`config.mk`:
```
export PLATFORM = sky130hd
export DESIGN_NAME = serial_add_ctrl_flat
export DESIGN_NICKNAME = d
export VERILOG_FILES = /design/src/rtl/serial_add_pkg.sv /design/src/rtl/serial_add_ctrl_if.sv /design/src/rtl/fa_cell.sv /design/src/rtl/serial_add_ctrl.sv /design/src/flat_wrapper.sv
export SDC_FILE = /design/constraint.sdc
export NUM_CORES = 1
export LEC_CHECK = 0
export BUFFER_PORTS_ARGS = -buffer_cell sky130_fd_sc_hd__buf_2
export CORE_UTILIZATION = 50
export DETAILED_ROUTE_END_ITERATION = 10
export GPL_TIMING_DRIVEN = 0
export HOLD_SLACK_MARGIN = 0.1
export PLACE_DENSITY = 0.81
export SYNTH_ARGS = -nofsm -noshare
export SYNTH_HDL_FRONTEND = slang
export SYNTH_HIERARCHICAL = 1
export SYNTH_SLANG_ARGS = --single-unit
```
`constraint.sdc`:
```
create_clock -name clk -period 1.7 [get_ports clk]
set_clock_uncertainty 0.15 [all_clocks]
set_input_delay 0.17 -clock clk [delete_from_list [all_inputs] [get_ports clk]]
set_output_delay 0.17 -clock clk [all_outputs]
set_load 0.02 [all_outputs]
```
`src/rtl/serial_add_pkg.sv`:
```
// Shared definitions for the bit-serial adder controller.
package serial_add_pkg;

   localparam int unsigned DEFAULT_WIDTH = 8;

   // FSM encoding; the spare code 2'b11 is treated as IDLE by the controller.
   typedef enum logic [1:0] {
      IDLE = 2'b00,
      RUN  = 2'b01,
      DONE = 2'b10
   } state_t;

endpackage

```
`src/rtl/serial_add_ctrl_if.sv`:
```
// Requester-side handshake and operand/result bus of the serial adder.
interface serial_add_ctrl_if
   import serial_add_pkg::*;
#(
   parameter int unsigned WIDTH = DEFAULT_WIDTH
);

   logic             start;
   logic [WIDTH-1:0] a;
   logic [WIDTH-1:0] b;
   logic             cin;
   logic             busy;
   logic             done;
   logic [WIDTH-1:0] sum;
   logic             cout;

   modport master (output start, a, b, cin, input busy, done, sum, cout);
   modport slave  (input start, a, b, cin, output busy, done, sum, cout);

endinterface

```
`src/rtl/fa_cell.sv`:
```
// One-bit combinational full adder shared by every bit position.
module fa_cell (
   input  logic x,
   input  logic y,
   input  logic z,
   output logic sum,
   output logic carry
);

   // Sum is odd parity, carry is the majority of the three inputs.
   assign sum   = x ^ y ^ z;
   assign carry = (x & y) | (x & z) | (y & z);

endmodule

```
`src/rtl/serial_add_ctrl.sv`:
```
// Bit-serial adder: one full-adder cell stepped over WIDTH cycles, LSB first.
module serial_add_ctrl
   import serial_add_pkg::*;
#(
   parameter int unsigned WIDTH = DEFAULT_WIDTH
) (
   input  logic           clk,
   input  logic           rst,
   serial_add_ctrl_if.slave bus
);

   localparam int unsigned   CNT_W = $clog2(WIDTH);
   localparam logic [CNT_W-1:0] LAST = CNT_W'(WIDTH - 1);

   state_t           state;
   logic [WIDTH-1:0] a_sr;
   logic [WIDTH-1:0] b_sr;
   logic [WIDTH-1:0] s_sr;
   logic             carry;
   logic [CNT_W-1:0] cnt;
   logic             busy_q;
   logic             done_q;
   logic [WIDTH-1:0] sum_q;
   logic             cout_q;
   logic             cell_sum;
   logic             cell_carry;

   fa_cell u_fa (
      .x     (a_sr[0]),
      .y     (b_sr[0]),
      .z     (carry),
      .sum   (cell_sum),
      .carry (cell_carry)
   );

   // FSM, operand/result shifters, carry flop and registered outputs.
   always_ff @(posedge clk or posedge rst) begin
      if (rst) begin
         state  <= IDLE;
         a_sr   <= '0;
         b_sr   <= '0;
         s_sr   <= '0;
         carry  <= 1'b0;
         cnt    <= '0;
         busy_q <= 1'b0;
         done_q <= 1'b0;
         sum_q  <= '0;
         cout_q <= 1'b0;
      end else begin
         done_q <= 1'b0;
         case (state)
            RUN: begin
               a_sr  <= a_sr >> 1;
               b_sr  <= b_sr >> 1;
               s_sr  <= {cell_sum, s_sr[WIDTH-1:1]};
               carry <= cell_carry;
               cnt   <= cnt + CNT_W'(1);
               if (cnt == LAST) begin
                  sum_q  <= {cell_sum, s_sr[WIDTH-1:1]};
                  cout_q <= cell_carry;
                  done_q <= 1'b1;
                  busy_q <= 1'b0;
                  state  <= DONE;
               end
            end
            // IDLE, DONE and the spare code all accept a new request.
            default: begin
               if (bus.start) begin
                  a_sr   <= bus.a;
                  b_sr   <= bus.b;
                  carry  <= bus.cin;
                  cnt    <= '0;
                  busy_q <= 1'b1;
                  state  <= RUN;
               end else begin
                  state  <= IDLE;
               end
            end
         endcase
      end
   end

   assign bus.busy = busy_q;
   assign bus.done = done_q;
   assign bus.sum  = sum_q;
   assign bus.cout = cout_q;

endmodule

```
`src/flat_wrapper.sv`:
```
// flat-port wrapper written by rule: the top's interface ports become plain ports
module serial_add_ctrl_flat import serial_add_pkg::*;
#(
   parameter int unsigned WIDTH = DEFAULT_WIDTH
)
  (clk, rst, bus_start, bus_a, bus_b, bus_cin, bus_busy, bus_done, bus_sum, bus_cout);
  serial_add_ctrl_if #(.WIDTH(WIDTH)) bus_i ();
  input  logic clk;
  input  logic rst;
  input wire logic [$bits(bus_i.start)-1:0] bus_start;
  input wire logic [$bits(bus_i.a)-1:0] bus_a;
  input wire logic [$bits(bus_i.b)-1:0] bus_b;
  input wire logic [$bits(bus_i.cin)-1:0] bus_cin;
  output wire logic [$bits(bus_i.busy)-1:0] bus_busy;
  output wire logic [$bits(bus_i.done)-1:0] bus_done;
  output wire logic [$bits(bus_i.sum)-1:0] bus_sum;
  output wire logic [$bits(bus_i.cout)-1:0] bus_cout;
  assign bus_i.start = bus_start;
  assign bus_i.a = bus_a;
  assign bus_i.b = bus_b;
  assign bus_i.cin = bus_cin;
  assign bus_busy = bus_i.busy;
  assign bus_done = bus_i.done;
  assign bus_sum = bus_i.sum;
  assign bus_cout = bus_i.cout;
  serial_add_ctrl #(.WIDTH(WIDTH)) u_core (.clk(clk), .rst(rst), .bus(bus_i));
endmodule
```
* Word-level counts from Yosys, hierarchy flattened
Index checks and enable logic that the tools add are counted.
Cells by class: bitwise gates (word level) 7, muxes and demuxes 16, reduce and logical (&&, ||, !) cells 3, eq/ne operators 3, $add $sub $neg 1
Operators by type and width (count):
- 2-to-1 mux 8 bit | 4
- 2-to-1 mux 1 bit | 8
- 2-to-1 mux 3 bit | 2
- 2-to-1 mux 2 bit | 2
- AND reduction 2 bit | 2
- adder 3 x 1 -> 3 bit, second input constant | 1
- AND 1 bit | 3
- == test 3 bit, second input constant | 1
- == test 2 x 1 -> 1 bit, second input constant | 1
- != test 2 x 1 -> 1 bit, second input constant | 1
- OR 1 bit | 2
- nonzero test 2 bit | 1
- bitwise XOR 1 bit | 2
Word-level totals: output and inout bits 11, word-level logic and storage cells 40, register bits 41, input bits 20

* Longest topological paths before layout
Gate-level depths: netlist of run 1.
word-level depth 4, gate-level depth with buffers 5, depth with buffers taken out 4

* By module
Netlist of run 1, hierarchy kept.
Modules (own cells, without submodules):
- serial_add_ctrl | cells an instance 131, times used 1, area an instance 1707.9 um^2, sequential area each 1001.0 um^2
- fa_cell | cells an instance 1, times used 1, area an instance 20.0 um^2, sequential area each 0.0 um^2

* Least setup slack after synthesis of run 1
OpenSTA, ideal clock, no wires.
path kind flip-flop to flip-flop, start register u_core.cnt[0], end register u_core.cout_q (netlist: u_core/bus.cout), data required time 1.425 ns, path buffers 1, arrival time 1.301 ns, path slack 0.124 ns, cell stages (with the launch flop) 6, library setup time 0.125 ns, clock period less this slack 1.576 ns, cells stage by stage dfrtp_1 ha_1 ha_1 and2_4 buf_12 mux2_4
On the way: word-level cells in the longest chain between the ends 2
RTL lines:
- from (decl) | RTL line serial_add_ctrl.sv:20 | logic [CNT_W-1:0] cnt;
- from (signal assigned) | RTL line serial_add_ctrl.sv:57 | cnt <= cnt + CNT_W'(1);
- == test 3 bit | RTL line serial_add_ctrl.sv:58 | if (cnt == LAST) begin
- AND reduction 2 bit (no line)
- to (signal assigned) | RTL line serial_add_ctrl.sv:60 | cout_q <= cell_carry;
- to (decl) | RTL line serial_add_ctrl.sv:24 | logic cout_q;
No other way between the ends. A chain may end at the register's enable or synchronous reset.

* Worst setup path after layout of run 1
Same ends and word-level chain as after synthesis.

==> results of run 1 <==
state kept, by name, summed over array words and instances, names as in the netlist:
signal,flops
u_core/a_sr,8
u_core/b_sr,8
u_core/bus.sum,8
u_core/s_sr,7
u_core/cnt,3
u_core/state,2
u_core/bus.busy,1
u_core/bus.cout,1
u_core/bus.done,1
u_core/carry,1
routing by layer:
layer,up-vias,global-route usage [%],share of wire (%)
met4,0,8.44,1.4
met5,-,0,0
li1,562,-,-
met2,33,36.3,52
met3,6,5.97,4.6
met1,578,21.9,42
cell usage after synthesis, drive strengths merged:
library cell,number,area share (%)
buf,7,3.6
mux2,17,13
dfrtp,40,58
a21oi,1,0.29
mux2i,17,9.8
nor2,5,1.1
inv,1,0.22
clkbuf,1,0.22
o21ai,17,4.9
and2,2,0.87
ha,2,1.4
nand2,17,3.7
nand2b,3,1.1
nor2b,1,0.80
fa,1,1.2
worst max-delay path: cells and delay by family (launching register included):
kind                     cells  cell delay, ps
adder cells (fa/ha/maj)      2             390
buffers and inverters        1             140
flip-flops                   1             400
multiplexers                 1             290
AND/OR/NAND/NOR              1             150
area by class of cell:
cell class	count	share of cell area (%)
flip-flops and latches	40	45.7
multi-input cells	83	30.1
repair buffers	50	15.9
plain buffers	8	3.03
clock buffers	8	2.68
well taps	44	2.51
inverters	1	0.171
worst paths after layout:
check | cells past startpoint | to | slack (ps) | start
setup / recovery | 5 | u_core/bus.cout$_DFFE_PP0P_ | 70 | u_core/cnt[0]$_DFFE_PP0P_
hold / removal | 2 | u_core/b_sr[0]$_DFFE_PP0P_ | 350 | u_core/b_sr[1]$_DFFE_PP0P_
setup reg to reg | 5 | u_core/bus.cout$_DFFE_PP0P_ | 70 | u_core/cnt[0]$_DFFE_PP0P_
max in group asynchronous | 3 | u_core/a_sr[2]$_DFFE_PP0P_ | 530 | rst
hold reg to reg | 2 | u_core/b_sr[0]$_DFFE_PP0P_ | 350 | u_core/b_sr[1]$_DFFE_PP0P_
min in group asynchronous | 3 | u_core/a_sr[0]$_DFFE_PP0P_ | 370 | rst
power breakdown:
part | total (W) | internal (W) | switching, W
sequential | 0.00163 | 0.00138 | 0.000246
combinational | 0.00153 | 0.000780 | 0.000748
clock | 0.000486 | 0.000204 | 0.000282
per-stage QoR:
step | std cells | worst slack [ps] | hold WS, ps
6_report | 234 | 69.6 | 349
5_1_grt | 234 | 32.9 | 373
4_1_cts | 233 | 31.0 | 351
3_5_place_dp | 206 | 60.7 | 232
3_3_place_gp | 206 | 27.5 | 267
2_1_floorplan | 132 | 124 | 176
timing repair:
| item | CTS | global route |
|---|---|---|
| resized for setup | 0 | 1 |
| hold buffers | 19 | 0 |
| buffers inserted | 0 | 1 |
| endpoints found under the setup margin | 0 | 7 |
| hold endpoints to repair | 58 | 0 |
cell families after synthesis:
logic type,share of synthesized area [%]
AOI/OAI and AO/OA,5.21
adders and majority gates,2.61
buffers and inverters,4.05
DFF,57.9
muxes,22.7
and+or+nand+nor,7.53
==> results.cfg, run 1 <==
[logic_synthesis]
syn_avg_cell_area_um2 = 13.1
ys_types = 19
synth_nets = 155
netlist_area_mm2 = 0.00173
ys_ff_latch = 40
yosysSeqAreaShare_pct = 57.9
synth_warnings = 6
synth_cells = 132

[final_layout]
fin_util_pct = 69.5
multi_input_area_um2 = 659
fin_area_mm2 = 0.00219
n_antenna_cell = 0
drive_above_1_share_pct = 34.2
fillers = 257
nets = 212
ff_latch_area_mm2 = 0.00100
mostFrequentLayoutCell = dfrtp_1
layout_common_cells = dfrtp_1, buf_2, dlygate4sd3_1
area_delta_synth_final_pct = 26.9

[routing]
detail_route.first_pass.iterations = 4
vias_per_cell = 5.04
drc = 0
finalWirelength_um = 3090
routedWlPerCell_um = 13.2
drt_iter0_markers = 34
ant_nets = 0
routed-via-count = 1179

[setup_path]
critPathCaptureType = flop
max_stage_delay_ps = 400
crit_fanout = 10
crit_type = flop to flop
required_ps = 1780
cp_cell_sequence = ha_1 > ha_2 > and2_4 > buf_12 > mux2_4
crit_path_start_kind = flop
arrival_ps = 1710
slowest_stage = dfrtp_1

[cts]
clockBufferDepth = 2
cts_made_buffers = 5
cts_tree = built
cts_htree_levels = 2
cts_root_buf = clkbuf_4
clkTransAtPathRegs_ps = 110
insertion_delay_ps = 340
cts_sinks = 40

[power]
total_power_w = 0.00364
ir_drop_mv = 0.810
p_leak_nw = 1.09
powerDensity_mw_per_mm2 = 1660

[sta]
worst_slew_pin_slew_ps = 799
setup_viol = 0
fmax_mhz = 613
slew_headroom_pct = 46.6
fin_crit_sh_pct = 95.9
tns_ps = 0
grt_setup_unrepaired = no
slew_viol_final = 0
hold_viol = 0
min_period_ps = 1630

[job]
cap_viol_max_count = 0

[floorplanning]
core_mm2 = 0.00315
die-area_mm2 = 0.00369
rows = 20
fp.dieH_um = 60.8
die_x_um = 60.8
ios = 31
start_util_pct = 54.8

[min_path]
holdCritPathClass = flop to flop

[placed_design]
routabilityCongestion = 0.687
dp_hpwl_um = 2050
place_area_mm2 = 0.00193
numPortBuffers = 30

[global_route]
track_usage_pct = 20.1
grt_pass1_vias = 1215
antenna_found_initial = 0
grt_pass1_wl_um = 5230
grt_max_degree = 41
grt_overflow = 0

[outcome]
status = completed
Note: power is estimated with default switching activity, not from simulation.
==> run 2, diff against run 1 <==
--- a/config.mk
+++ b/config.mk
@@ -6,11 +6,11 @@
 export NUM_CORES = 1
 export LEC_CHECK = 0
 export BUFFER_PORTS_ARGS = -buffer_cell sky130_fd_sc_hd__buf_2
-export CORE_UTILIZATION = 50
+export CORE_UTILIZATION = 49
 export DETAILED_ROUTE_END_ITERATION = 10
 export GPL_TIMING_DRIVEN = 0
 export HOLD_SLACK_MARGIN = 0.1
-export PLACE_DENSITY = 0.81
+export PLACE_DENSITY = 0.82
 export SYNTH_ARGS = -nofsm -noshare
 export SYNTH_HDL_FRONTEND = slang
 export SYNTH_HIERARCHICAL = 1
==> constraint.sdc (replaced) <==
create_clock -name clk -period 1.3 [get_ports clk]
set_clock_uncertainty 0.15 [all_clocks]
set_input_delay 0.13 -clock clk [delete_from_list [all_inputs] [get_ports clk]]
set_output_delay 0.13 -clock clk [all_outputs]
set_load 0.02 [all_outputs]
==> results.cfg, run 2 (same netlist as run 1, synthesis figures left out) <==
[outcome]
status = complete, but fails checks
violations = setup timing

[final_layout]
fillers = 260
mostFrequentLayoutCell = dfrtp_1
n_antenna_cell = 0
ff_latch_area_mm2 = 0.00100
multi_input_area_um2 = 683
layout_common_cells = dfrtp_1, buf_2, dlygate4sd3_1
area_delta_synth_final_pct = 34.6
nets = 216
drive_above_1_share_pct = 37.6

[setup_path]
required_ps = 1390
crit_path_start_kind = flop
crit_type = flop to flop
crit_fanout = 10
arrival_ps = 1690
critPathCaptureType = flop

[power]
total_power_w = 0.00526
p_leak_nw = 1.16
combPwrFrac_pct = 42.1
seq_power_share_pct = 40.8
pwr-share-clk_pct = 17.2
swShare_pct = 33.3
p_switching_w = 0.00175
powerDensity_mw_per_mm2 = 2260
intPower_w = 0.00351
ir_drop_mv = 1.04

[cts]
clkTransAtPathRegs_ps = 110
cts_tree = built
cts_sinks = 40
clockBufferDepth = 2
cts_htree_levels = 2
cts_root_buf = clkbuf_4
cts_made_buffers = 5
insertion_delay_ps = 340

[routing]
finalWirelength_um = 3280
drc = 0
drt_iter0_markers = 49
drt-met1-wl_um = 1410
detail_route.first_pass.iterations = 4
wl_met2_um = 1700
ant_nets = 0
highest_layer = met4
routedWlPerCell_um = 13.7
vias_per_cell = 5.04
wl_met3_um = 146
routed-via-count = 1210

[floorplanning]
rows = 21
die_x_um = 61.4
die-area_mm2 = 0.00377
core_mm2 = 0.00336
ios = 31
start_util_pct = 51.4
fp.dieH_um = 61.4

[placed_design]
routabilityCongestion = 0.710
dp_hpwl_um = 2180
numPortBuffers = 30

[sta]
fmax_mhz = 626
hold_viol = 0
grt_setup_unrepaired = yes
worst_slew_pin_slew_ps = 448
slew_viol_final = 0
min_period_ps = 1600
tns_ps = -2890
slew_headroom_pct = 70.1
fin_crit_sh_pct = 123
setup_slack_ps = -298
setup_viol = 19

[global_route]
track_usage_pct = 20.2
grt_overflow = 0
antenna_found_initial = 0
grt_pass1_vias = 1197
grt_pass1_wl_um = 5310
grt_max_degree = 23

[job]
cap_viol_max_count = 0

[min_path]
holdCritPathClass = input pin to flop
[run 2: power groups by stage]
stage | clock network, W | registers [W] | logic [W]
after CTS | 0.000930 | 0.00215 | 0.00221
after floorplan | 0 | 0.00227 | 0.00134
after detailed placement | 0 | 0.00218 | 0.00197
final | 0.000903 | 0.00215 | 0.00221
after global routing | 0.000981 | 0.00222 | 0.00246
after global placement | 0 | 0.00213 | 0.00187
[run 2: final timing paths]
| kind | start | endpoint | slack, ps | cells after the start |
|---|---|---|---|---|
| max in group asynchronous | rst | u_core/cnt[1]$_DFFE_PP0P_ | 370 | 4 |
| min | bus_start | u_core/bus.busy$_DFFE_PP0P_ | 170 | 4 |
| min in group asynchronous | rst | u_core/bus.sum[3]$_DFFE_PP0P_ | 200 | 3 |
| max | u_core/cnt[1]$_DFFE_PP0P_ | u_core/bus.sum[2]$_DFFE_PP0P_ | -300 | 5 |
| max reg2reg | u_core/cnt[1]$_DFFE_PP0P_ | u_core/bus.sum[2]$_DFFE_PP0P_ | -300 | 5 |
| min reg2reg | u_core/b_sr[1]$_DFFE_PP0P_ | u_core/b_sr[0]$_DFFE_PP0P_ | 350 | 2 |
[run 2: critical path, stage by stage, from the launching register on]
cell     delay (ps)
dfrtp_1         400
ha_2            200
ha_4            160
and2_4          140
buf_12          140
mux2_4          290
[run 2: timing repair]
action                     CTS  global route
gates resized for setup      9             2
hold buffers                19             0
buffers inserted             4             0
setup endpoints to repair   27            60
hold endpoints to repair    36             0
[run 2: layout make-up]
| class | instances | area share, % |
|---|---|---|
| Sequential cell | 40 | 43.0 |
| Tap cell | 46 | 2.47 |
| Inverter | 1 | 0.323 |
| Buffer | 8 | 3.44 |
| Multi-Input combinational cell | 83 | 29.4 |
| Timing Repair Buffer | 54 | 17.3 |
| Clock buffer | 7 | 2.80 |
| Clock inverter | 1 | 1.29 |
[run 2: metal layers]
layer	global-route usage (%)	vias to the layer above
met2	34.5	36
li1	-	570
met3	5.88	5
met5	0	-
met4	7.94	0
met1	24.1	599
[run 2: metrics by stage]
step	utilization (%)	instance area [um^2]	hold WS [ps]	cells	setup slack, ps
final	69.2	2330	167	240	-298
after global routing	69.2	2330	215	240	-326
after CTS	68.9	2320	149	240	-297
after detailed placement	58.9	1980	180	209	-287
after global placement	58.1	1950	229	208	-309
after floorplan	-	1750	136	132	-230
==> run 3, diff against run 2 <==
--- a/config.mk
+++ b/config.mk
@@ -13,5 +13,4 @@
 export PLACE_DENSITY = 0.82
 export SYNTH_ARGS = -nofsm -noshare
 export SYNTH_HDL_FRONTEND = slang
-export SYNTH_HIERARCHICAL = 1
 export SYNTH_SLANG_ARGS = --single-unit
==> results.cfg, run 3 <==
[setup_path]
r2r_cells = 5
regToRegSetupSlack_ps = -200
crit_fanout = 7
critPathCaptureType = flop
r2r_start = u_core.state[1]$_DFFE_PP0P_
reg2reg_to = u_core.bus.sum[2]$_DFFE_PP0P_
required_ps = 1400
arrival_ps = 1600
crit_path_start_kind = flop
crit_type = flop to flop

[cts]
cts_root_buf = clkbuf_4
cts_tree = built
clockBufferDepth = 2
cts_htree_levels = 2
cts_made_buffers = 5
cts_sinks = 40
insertion_delay_ps = 350
clkTransAtPathRegs_ps = 120

[logic_synthesis]
ys_ff_latch = 40
synth_cells = 131
yosysSeqAreaShare_pct = 57.9
synth_edf_count = 0
ys_types = 19
yosysTopAreaCell = dfrtp_1
synth_warnings = 0
syn_avg_cell_area_um2 = 13.2
synth_top_area_share_pct = 57.9
synthTopCellsByCount = dfrtp_1, mux2i_1, nand2_1, o21ai_0, mux2_4
synth.most_common_cell = dfrtp_1
netlist_area_mm2 = 0.00173
synth_area_leaders = dfrtp_1, mux2i_1, mux2_4, mux2_2, o21ai_0
synth_nets = 154
async_flop_share_pct = 100
synthFlopType = dfrtp_1

[power]
intPower_w = 0.00385
swShare_pct = 37.7
p_switching_w = 0.00233
powerDensity_mw_per_mm2 = 2440
total_power_w = 0.00619
seq_power_share_pct = 35.9
pwr-share-clk_pct = 9.7
ir_drop_mv = 1.51
p_leak_nw = 1.27
combPwrFrac_pct = 54.4

[final_layout]
drive_above_1_share_pct = 55.9
nets = 225
fin_util_pct = 75.4
area_delta_synth_final_pct = 46.8
layout_common_cells = dfrtp_1, buf_2, dlygate4sd3_1
mostFrequentLayoutCell = dfrtp_1
n_antenna_cell = 0

[global_route]
grt_pass1_wl_um = 5770
grt.met2_usage_pct = 38.7
gr-usage-met3_pct = 6.30
use_met1_pct = 26.1
grt-busiest-layer = met2
grt_overflow = 0
track_usage_pct = 21.8
antenna_found_initial = 0
grt_pass1_vias = 1273
grt_max_degree = 41

[sta]
grt_setup_unrepaired = yes
worst_slew_pin_slew_ps = 665
fin_crit_sh_pct = 116
slew_viol_final = 0
tns_ps = -4800
setup_viol = 39
min_period_ps = 1500
hold_viol = 0
setup_slack_ps = -205
fmax_mhz = 665
slew_headroom_pct = 55.6

[routing]
drc = 0
detail_route.first_pass.iterations = 4
routedWlPerCell_um = 16.5
finalWirelength_um = 4090
vias_per_cell = 5.05
ant_nets = 0
drt_iter0_markers = 33
routed-via-count = 1252

[placed_design]
dp_hpwl_um = 2160
place_ws_ps = -186
numPortBuffers = 30
routabilityCongestion = 0.722

[outcome]
status = complete, but fails checks
violations = setup timing

[min_path]
holdCritPathClass = input pin to async pin

[floorplanning]
core_mm2 = 0.00336
ios = 31
start_util_pct = 51.4
rows = 21
die-area_mm2 = 0.00377
die_x_um = 61.4
fp.dieH_um = 61.4

[job]
cap_viol_max_count = 0
## run 3: power groups by stage
stage / logic [W] / clock network [W] / registers, W
4_1_cts: 0.00268 / 0.000615 / 0.00215
5_1_grt: 0.00359 / 0.000662 / 0.00229
6_report: 0.00337 / 0.000598 / 0.00222
2_1_floorplan: 0.00139 / 0 / 0.00227
3_3_place_gp: 0.00193 / 0 / 0.00212
3_5_place_dp: 0.00204 / 0 / 0.00217
## run 3: critical path, stage by stage (launching register included)
cell,delay [ps]
dfrtp_1,440
nor2b_4,190
buf_8,170
nand2_8,90
inv_8,80
mux2_4,290
## run 3: cell type report
| cell class | instances | area, um^2 |
|---|---|---|
| sequential | 40 | 1000 |
| multi-input combinational | 82 | 838 |
| fill | 235 | 827 |
| timing repair buffer | 64 | 504 |
| buffer | 6 | 65.1 |
| tap | 46 | 57.6 |
| clock buffer | 5 | 37.5 |
| inverter | 3 | 20.0 |
| clock inverter | 2 | 12.5 |
## run 3: metrics by stage
step           hold slack, ps  cell area, um^2  std cells
2_1_floorplan             136             1750        131
3_3_place_gp              227             1960        207
3_5_place_dp              181             1960        207
4_1_cts                   338             2350        243
5_1_grt                   299             2540        248
6_report                  241             2540        248
## run 3: logic make-up (layout without fill, tap and decap cells)
group	Yosys count	count (layout)	synth area share, %
flip-flops	40	40	57.9
buffers and inverters	10	80	3.62
AND/OR/NAND/NOR	26	27	7.60
adder cells (fa/ha/maj)	3	3	2.61
AO/OA/AOI/OAI	18	18	5.36
multiplexers	34	34	22.9
## run 3: how the worst max path moves through the flow
stage / from / end / slack [ps] / depth (start not counted)
6_report: u_core.state[1]$_DFFE_PP0P_ / u_core.bus.sum[2]$_DFFE_PP0P_ / -200 / 5
4_1_cts: u_core.cnt[0]$_DFFE_PP0P_ / u_core.bus.sum[2]$_DFFE_PP0P_ / -170 / 5
3_3_place_gp: rst / u_core.b_sr[4]$_DFFE_PP0P_ / -330 / 2
3_5_place_dp: u_core.cnt[1]$_DFFE_PP0P_ / u_core.bus.sum[2]$_DFFE_PP0P_ / -190 / 5
2_1_floorplan: u_core.cnt[1]$_DFFE_PP0P_ / u_core.bus.sum[0]$_DFFE_PP0P_ / -130 / 5
5_1_grt: u_core.state[1]$_DFFE_PP0P_ / u_core.bus.sum[0]$_DFFE_PP0P_ / -240 / 5
## run 3: metal layers
layer  wire [um]  vias up
li1            -      585
met1        1660      621
met2        2180       38
met3         159        8
met4          88        0
met5           0        -
## run 3: what timing repair did
item	4_1_cts	5_1_grt
buffers inserted	9	4
resized for setup	30	51
endpoints found under the hold margin	58	0
hold buffers	19	0
pin swaps	6	16
cloned	2	1
setup endpoints to repair	34	66
